File: src/rtl/wb_arbiter.sv
// Writeback arbiter: two per-source FIFOs drained round-robin onto the single
// register-file write port, plus pending-write hazard lookup. Define WB_FWD_EN for fwd_a/fwd_b.
module wb_arbiter #(
  parameter int DEPTH = 2
) (
  input  logic        clk,
  input  logic        rst,
  input  logic        s0_valid,
  output logic        s0_ready,
  input  logic [4:0]  s0_rd,
  input  logic [31:0] s0_data,
  input  logic        s1_valid,
  output logic        s1_ready,
  input  logic [4:0]  s1_rd,
  input  logic [31:0] s1_data,
  output logic        we,
  output logic [4:0]  wa3,
  output logic [31:0] wd3,
  input  logic [4:0]  ra_a,
  input  logic [4:0]  ra_b,
  output logic        busy_a,
  output logic        busy_b
`ifdef WB_FWD_EN
  ,
  output logic [31:0] fwd_a,
  output logic [31:0] fwd_b
`endif
);

  localparam int AW = $clog2(DEPTH);
  localparam int CW = AW + 1;

  typedef struct packed {
    logic [4:0]  rd;
    logic [31:0] data;
  } wb_entry_t;

  wb_entry_t       mem      [2][DEPTH];
  logic [AW-1:0]   wr_ptr   [2];
  logic [AW-1:0]   rd_ptr   [2];
  logic [CW-1:0]   count    [2];
  wb_entry_t       in_entry [2];
  wb_entry_t       head     [2];
  logic [1:0]      in_valid;
  logic [1:0]      push;
  logic [1:0]      pop;
  logic [1:0]      full;
  logic [1:0]      empty;
  logic            rr;
  logic            rr_next;

  // Per-source status; ready depends only on occupancy, never on this cycle's pop.
  // NOTE: every always_comb output gets a default first so no path can infer a latch.
  always_comb begin
    in_valid    = {s1_valid, s0_valid};
    in_entry[0] = '{rd: s0_rd, data: s0_data};
    in_entry[1] = '{rd: s1_rd, data: s1_data};
    full        = '0;
    empty       = '0;
    push        = '0;
    for (int s = 0; s < 2; s++) begin
      full[s]  = (count[s] == CW'(DEPTH));
      empty[s] = (count[s] == '0);
      // Writes to x0 complete the handshake but are dropped here.
      push[s]  = in_valid[s] && !full[s] && (in_entry[s].rd != 5'd0);
      head[s]  = mem[s][rd_ptr[s]];
    end
  end

  assign s0_ready = !full[0];
  assign s1_ready = !full[1];

  // Round-robin pointer: state register.
  // NOTE: sequential state uses non-blocking assignments only, so every flop samples pre-edge values.
  always_ff @(posedge clk or posedge rst) begin
    if (rst) rr <= 1'b0;
    else     rr <= rr_next;
  end

  // Next-state and pop selection.
  always_comb begin
    pop     = '0;
    rr_next = rr;
    unique case (~empty)
      2'b01:   begin pop[0] = 1'b1; rr_next = 1'b1; end
      2'b10:   begin pop[1] = 1'b1; rr_next = 1'b0; end
      2'b11:   begin pop[rr] = 1'b1; rr_next = ~rr; end
      default: ;
    endcase
  end

  // Pointers and occupancy.
  always_ff @(posedge clk or posedge rst) begin
    if (rst) begin
      for (int s = 0; s < 2; s++) begin
        wr_ptr[s] <= '0;
        rd_ptr[s] <= '0;
        count[s]  <= '0;
      end
    end else begin
      for (int s = 0; s < 2; s++) begin
        if (push[s]) wr_ptr[s] <= wr_ptr[s] + AW'(1);
        if (pop[s])  rd_ptr[s] <= rd_ptr[s] + AW'(1);
        unique case ({push[s], pop[s]})
          2'b10:   count[s] <= count[s] + CW'(1);
          2'b01:   count[s] <= count[s] - CW'(1);
          default: ;
        endcase
      end
    end
  end

  // NOTE: FIFO storage has no reset; an entry only matters while count covers it.
  always_ff @(posedge clk) begin
    for (int s = 0; s < 2; s++) begin
      if (push[s]) mem[s][wr_ptr[s]] <= in_entry[s];
    end
  end

  // Output register driving the write port; holds address/data when idle.
  always_ff @(posedge clk or posedge rst) begin
    if (rst) begin
      we  <= 1'b0;
      wa3 <= '0;
      wd3 <= '0;
    end else if (|pop) begin
      we  <= 1'b1;
      wa3 <= head[pop[1]].rd;
      wd3 <= head[pop[1]].data;
    end else begin
      we  <= 1'b0;
    end
  end

  // A register is busy while any queued entry or the in-flight write targets it.
  function automatic logic pending_hit(input logic [4:0] ra);
    logic          hit;
    logic [AW-1:0] idx;
    hit = we && (wa3 == ra);
    for (int s = 0; s < 2; s++) begin
      for (int i = 0; i < DEPTH; i++) begin
        idx = rd_ptr[s] + AW'(i);
        if (i < int'(count[s]) && mem[s][idx].rd == ra) hit = 1'b1;
      end
    end
    return hit && (ra != 5'd0);
  endfunction

  assign busy_a = pending_hit(ra_a);
  assign busy_b = pending_hit(ra_b);

`ifdef WB_FWD_EN
  // Youngest pending data: later matches overwrite earlier ones, oldest to newest,
  // so queued entries beat the in-flight write. Issue never lets both sources hold the same rd.
  function automatic logic [31:0] pending_data(input logic [4:0] ra);
    logic [31:0]   d;
    logic [AW-1:0] idx;
    d = '0;
    if (we && wa3 == ra) d = wd3;
    for (int s = 1; s >= 0; s--) begin
      for (int i = 0; i < DEPTH; i++) begin
        idx = rd_ptr[s] + AW'(i);
        if (i < int'(count[s]) && mem[s][idx].rd == ra) d = mem[s][idx].data;
      end
    end
    return (ra == 5'd0) ? 32'd0 : d;
  endfunction

  assign fwd_a = pending_data(ra_a);
  assign fwd_b = pending_data(ra_b);
`endif

endmodule

File: config.mk
export PLATFORM = sky130hd
export DESIGN_NAME = wb_arbiter
export DESIGN_NICKNAME = d
export VERILOG_FILES = /design/src/rtl/wb_arbiter.sv
export SDC_FILE = /design/constraint.sdc
export NUM_CORES = 1
export LEC_CHECK = 0
export CORE_MARGIN = 3
export CORE_UTILIZATION = 35
export CTS_BUF_LIST = sky130_fd_sc_hd__clkbuf_8
export CTS_CLUSTER_DIAMETER = 120
export CTS_CLUSTER_SIZE = 40
export DETAILED_ROUTE_END_ITERATION = 7
export DONT_BUFFER_PORTS = 1
export SETUP_SLACK_MARGIN = 0.3
export SLEW_MARGIN = 20
export SYNTH_ARGS = -nofsm -noshare
export SYNTH_HDL_FRONTEND = slang
export SYNTH_SLANG_ARGS = --single-unit
File: constraint.sdc
create_clock -name clk -period 2.76 [get_ports clk]
set_input_delay 0.276 -clock clk [delete_from_list [all_inputs] [get_ports clk]]
set_output_delay 0.276 -clock clk [all_outputs]
set_load 0.01 [all_outputs]
==> results of run 1 <==
[through the flow]
step	hold WS (ns)	total power, mW	worst slack (ns)	instance area [um^2]
after floorplan	0.375	7.21	-0.148	8080
after global placement	0.279	8.11	0.328	8430
after detailed placement	0.299	8.31	0.460	8490
after CTS	0.220	10.7	0.261	9960
after global routing	0.264	11.2	0.182	10000
final	0.259	10.6	0.318	10000
[flip-flops by register name, indices dropped and copies added (netlist names)]
register  flops
wd3          32
rd_ptr        2
wa3           5
wr_ptr        2
we            1
mem         148
count         4
rr            1
[cell usage in the layout (no fill, tap or decap), types with 17 or more instances in the layout]
cell type	instances
edfxtp_1	148
xnor2_1	18
xor2_1	40
o221ai_1	32
dlygate4sd3_1	75
dfrtp_1	45
nand2_1	34
mux2i_4	17
clkbuf_8	17
mux2i_1	72
[routing by layer]
layer	global-route usage	vias up
met2	0.270	165
met5	0	-
met3	0.0388	38
met4	0.0619	0
met1	0.187	2325
li1	-	2111
[layout make-up]
class	instances	area, um^2
well taps	280	350
flip-flops and latches	195	5630
multi-input cells	275	2510
fillers	1930	12200
clock inverters	15	146
inverters	18	67.6
clock buffers	17	234
repair buffers	98	1060
[repair_timing]
item,4_1_cts,5_1_grt
endpoints found under the hold margin,172,0
gates resized for setup,38,4
gates cloned,1,1
setup buffers,8,0
pin swaps,14,2
hold buffers,75,0
setup endpoints to repair,2,2
[logic make-up after synthesis]
logic type      synth area share
compound gates            0.0446
xor+xnor                  0.0629
fa+ha+maj                 0.0124
buf+inv                   0.0287
flops                      0.696
mux                        0.114
simple gates              0.0414
[worst min path at each step]
stage                    start   endpoint  slack, ns  cells past startpoint
global route          s1_valid  wr_ptr[0]       0.26                      2
global placement           rst    wd3[30]       0.28                      1
finish                s1_valid  wr_ptr[0]       0.26                      2
detailed placement         rst    wd3[25]       0.30                      1
CTS                   s1_valid  wr_ptr[0]       0.22                      2
floorplan           s0_data[0]  mem[0][0]       0.37                      0
[power groups by stage]
stage / logic [mW] / registers [mW] / clock network, mW
final: 4.03 / 4.82 / 1.78
after global routing: 4.36 / 4.91 / 1.96
after CTS: 4.02 / 4.83 / 1.85
after detailed placement: 3.40 / 4.91 / 0
after global placement: 3.23 / 4.88 / 0
after floorplan: 2.57 / 4.63 / 0
==> impl_metrics.py, run 1 <==
metrics = {
    "pwr": {
        "p_clk_frac": 0.167,
        "seq_power_share": 0.454,
        "power.internal_mw": 6.67,
        "combPwrFrac": 0.379,
        "powerDensity_nw_per_um2": 1060,
        "peakVddDrop_mv": 0.424,
        "swShare": 0.372,
        "leakagePower_nw": 3.64,
        "power.switching_mw": 3.96,
    },
    "floorplan": {
        "start_util": 0.363,
        "die_h_um": 158,
        "die-area_um2": 24900,
        "die-width_um": 158,
        "core-area_um2": 22200,
        "pin_count": 130,
        "rows": 54,
    },
    "place": {
        "dp_hpwl_um": 12900,
        "port_buffers": 0,
        "gp_congestion": 0.778,
        "place_inst": 781,
    },
    "worst_setup_path": {
        "slowest_stage": "dfrtp_4",
        "cpLargestDelayFamily": "flip-flops",
        "worst-path-max-fanout": 6,
        "crit_start": "rd_ptr[0]",
        "path_depth": 7,
        "worst_ep_required_time_ns": 2.48,
        "crit_end": "busy_b",
        "ff2ff_setup_slack_ns": 0.46,
        "r2r_end": "mem[0][7]",
        "cp.arrival_ns": 2.17,
        "crit_path_end_kind": "primary output",
        "path_cells": "buf_12 -> mux2i_4 -> xor2_1 -> nand4_1 -> nor3_1 -> nor4_2 -> a21oi_2",
        "reg2regPathDepth": 6,
        "cpPeakStageDelay_ns": 0.48,
        "crit_type": "reg -> out",
        "cp-start-kind": "flop",
        "path_buf_inv": 1,
        "timing.rr.start": "count[2]",
    },
    "synthesis": {
        "synth_cell_types": 31,
        "synthFlopType": "edfxtp_1",
        "avgSynthCellArea_um2": 15.5,
        "syn-cell-area_um2": 8080,
        "yosys.area.top_type_share": 0.550,
        "async_flop_share": 0.241,
        "yosysWarnings": 0,
        "synth_top_area_cell": "edfxtp_1",
        "synthCells": 521,
        "synthTopCellsByArea": "edfxtp_1 55%, dfrtp_1 15%, mux2i_1 11%",
        "yosysSeqAreaShare": 0.696,
        "yosysMostFrequentCell": "edfxtp_1",
        "syn_nets": 617,
        "ys_seq_elements": 195,
        "synth_common_cells": "148 x edfxtp_1, 86 x mux2i_1, 47 x dfrtp_1",
        "synth_edf_count": 148,
    },
    "final_layout": {
        "layout.nets": 701,
        "utilization": 0.450,
        "drive_gt1_frac": 0.155,
        "num_antenna_cells": 0,
        "area_growth_pct": 23.8,
        "finalNonFillerCells": 898,
    },
    "detailed_routing": {
        "drt-initial-drc-count": 215,
        "routedWlPerCell_um": 21.4,
        "ant_nets": 0,
        "route.met3.wl_um": 1080,
        "maxUsedRoutingLayer": "met4",
        "via_per_inst": 5.17,
        "vias": 4639,
        "wl_met1_um": 7710,
        "wl_um": 19200,
        "wl_met2_um": 9870,
        "drcViolationCount": 0,
        "dr.pass1.iters": 4,
    },
    "clock_network": {
        "clockRootBuffer": "clkbuf_8",
        "clk_pin_slew_ns": 0.10,
        "cts_sinks": 195,
        "cts-buffers-inserted": 17,
        "clk_path_buf_depth": 2,
        "clk_latency_ns": 0.46,
        "cts_tree": "yes",
        "htree_num_levels": 4,
    },
    "sta": {
        "finalCritPeriodShare": 0.885,
        "fmax_ghz": 0.410,
        "setup_viol": 0,
        "hold_viol_final": 0,
        "worst_slew_pin_slew_ns": 0.733,
        "rsz0062_at_grt": "yes",
        "final.setup_skew_ns": 0.0136,
        "report.final.slew_viol_count": 0,
        "layout_min_cycle_time_ns": 2.44,
        "tns_ns": 0,
        "slew_headroom": 0.510,
    },
    "global_route": {
        "grt_util_all_layers": 0.156,
        "grt.overflow.total": 0,
        "grt_max_degree": 34,
        "antenna_found_initial": 0,
        "grt_pass1_wl_um": 29000,
        "grt_pass1_vias": 4972,
    },
    "status": {
        "status": "completed",
    },
    "worst_hold_path": {
        "min_path_type": "in -> reg",
    },
    "flow_run": {
        "drv_cap": 0,
    },
}
Note: power is estimated with default switching activity, not from simulation.
==> inputs of run 2 (changes only) <==
==> constraint.sdc (replaced) <==
create_clock -name clk -period 2.76 [get_ports clk]
set_input_delay 0.414 -clock clk [delete_from_list [all_inputs] [get_ports clk]]
set_output_delay 0.414 -clock clk [all_outputs]
set_load 0.01 [all_outputs]
==> impl_metrics.py, run 2 (synthesized netlist as in run 1, its figures left out) <==
metrics = {
    "status": {
        "status": "completed",
    },
    "sta": {
        "report.final.slew_viol_count": 0,
        "fmax_ghz": 0.389,
        "setup_viol": 0,
        "whs_ns": 0.0514,
        "final.setup_skew_ns": 0.0164,
        "worst_slew_pin_slew_ns": 0.708,
        "rsz0062_at_grt": "yes",
        "finalCritPeriodShare": 0.930,
        "slew_headroom": 0.528,
        "layout_min_cycle_time_ns": 2.57,
        "layout_setup_ws_ns": 0.192,
        "hold_viol_final": 0,
    },
    "worst_hold_path": {
        "holdPathEnd": "mem[0][109]",
        "min_path_type": "in -> reg",
        "min_path_cells": 0,
        "hp-start": "s1_rd[3]",
    },
    "worst_setup_path": {
        "crit_type": "reg -> out",
        "cp-start-kind": "flop",
        "worst_ep_required_time_ns": 2.35,
        "ff2ff_setup_slack_ns": 0.56,
        "reg2regPathDepth": 6,
        "worst-path-max-fanout": 5,
        "cp.arrival_ns": 2.15,
        "timing.rr.start": "count[2]",
        "r2r_end": "wd3[26]",
        "crit_path_end_kind": "primary output",
    },
    "final_layout": {
        "final_common_cell": "edfxtp_1",
        "fillCellCount": 1914,
        "num_antenna_cells": 0,
        "largest_reg_flops": 148,
        "area_growth_pct": 23.8,
        "multi_input_area_um2": 2510,
        "drive_gt1_frac": 0.165,
        "layout.nets": 701,
        "final_cell_mix": "148 x edfxtp_1, 72 x dlygate4sd3_1, 70 x mux2i_1",
        "utilization": 0.450,
        "seq_area_um2": 5620,
    },
    "floorplan": {
        "core-area_um2": 22200,
        "die-width_um": 158,
        "rows": 54,
        "start_util": 0.363,
        "die_h_um": 158,
        "pin_count": 130,
        "die-area_um2": 24900,
    },
    "pwr": {
        "leakagePower_nw": 3.63,
        "peakVddDrop_mv": 0.386,
        "seq_power_share": 0.447,
        "p_clk_frac": 0.181,
        "power.switching_mw": 4.06,
        "power.internal_mw": 6.67,
        "combPwrFrac": 0.372,
        "swShare": 0.379,
        "powerDensity_nw_per_um2": 1070,
    },
    "global_route": {
        "grt_util_all_layers": 0.152,
        "grt.overflow.total": 0,
        "grt_pass1_vias": 4799,
        "grt_max_degree": 48,
        "antenna_found_initial": 0,
        "grt_pass1_wl_um": 27800,
    },
    "clock_network": {
        "cts-buffers-inserted": 17,
        "clk_latency_ns": 0.46,
        "htree_num_levels": 4,
        "clockRootBuffer": "clkbuf_8",
        "cts_tree": "yes",
        "clk_path_buf_depth": 2,
        "cts_sinks": 195,
        "clk_pin_slew_ns": 0.10,
    },
    "flow_run": {
        "drv_cap": 0,
    },
    "detailed_routing": {
        "via_per_inst": 5.12,
        "drcViolationCount": 0,
        "routedWlPerCell_um": 21.3,
        "vias": 4600,
        "ant_nets": 0,
        "dr.pass1.iters": 4,
        "wl_um": 19100,
        "drt-initial-drc-count": 231,
    },
    "place": {
        "place_ws_ns": 0.501,
        "dp_hpwl_um": 12100,
        "port_buffers": 0,
        "gp_congestion": 0.802,
    },
}
## run 2: cell count changes in the layout (fill, tap and decap cells not counted), sizes merged
| cell | delta |
|---|---|
| buf | +4 |
| dlygate4sd3 | -3 |
| clkbuf | -1 |
| clkinvlp | +1 |
| inv | -1 |
## run 2: power by group through the flow
| stage | Clock (mW) | Combinational, mW | Sequential, mW |
|---|---|---|---|
| finish | 1.94 | 4.00 | 4.80 |
| global route | 2.14 | 4.38 | 4.88 |
| CTS | 1.99 | 3.96 | 4.82 |
| detailed placement | 0 | 3.43 | 4.90 |
| global placement | 0 | 3.29 | 4.87 |
| floorplan | 0 | 2.57 | 4.63 |
## run 2: critical path, cell delays in order, from the launching register on
cell,delay (ns)
dfrtp_2,0.44
buf_6,0.13
buf_16,0.14
mux2i_4,0.20
xor2_1,0.18
nand4_1,0.13
nor3_2,0.21
nor4_2,0.08
a21oi_2,0.18
## run 2: area by class of cell
class | instances | area share
clock buffers | 17 | 0.0234
clock inverters | 15 | 0.0200
inverters | 18 | 0.00676
multi-input cells | 275 | 0.251
flip-flops and latches | 195 | 0.562
well taps | 280 | 0.0350
repair buffers | 98 | 0.101
## run 2: what timing repair did
item / 4_1_cts / 5_1_grt
endpoints found under the setup margin: 2 / 2
resized for setup: 40 / 4
gates cloned: 2 / 0
hold endpoints to repair: 87 / 91
hold buffers: 23 / 49
setup buffers: 5 / 1
pin swaps: 14 / 7
## run 2: worst max path at each step
stage | from | end | slack (ns) | depth (start not counted)
5_1_grt | rd_ptr[1] | busy_a | 0.09 | 7
4_1_cts | rd_ptr[1] | busy_b | 0.17 | 8
2_1_floorplan | count[2] | mem[0][0] | -0.15 | 5
3_3_place_gp | rd_ptr[1] | busy_b | 0.57 | 6
6_report | rd_ptr[1] | busy_b | 0.19 | 8
3_5_place_dp | rd_ptr[0] | busy_a | 0.50 | 6
## run 2: routing by layer
metal	vias to the layer above	GRT usage	part of all wire
met5	-	0	0
met2	128	0.267	0.52
li1	2097	-	-
met3	21	0.0552	0.061
met1	2354	0.176	0.40
met4	0	0.0447	0.016
## run 2: metrics by stage
step / area (um^2) / TNS, ns / instances / total power, mW
floorplan: 8080 / -21.93 / 521 / 7.21
global placement: 8470 / 0 / 786 / 8.16
detailed placement: 8470 / 0 / 786 / 8.33
CTS: 9480 / 0 / 848 / 10.8
global route: 10000 / 0 / 898 / 11.4
finish: 10000 / 0 / 898 / 10.7
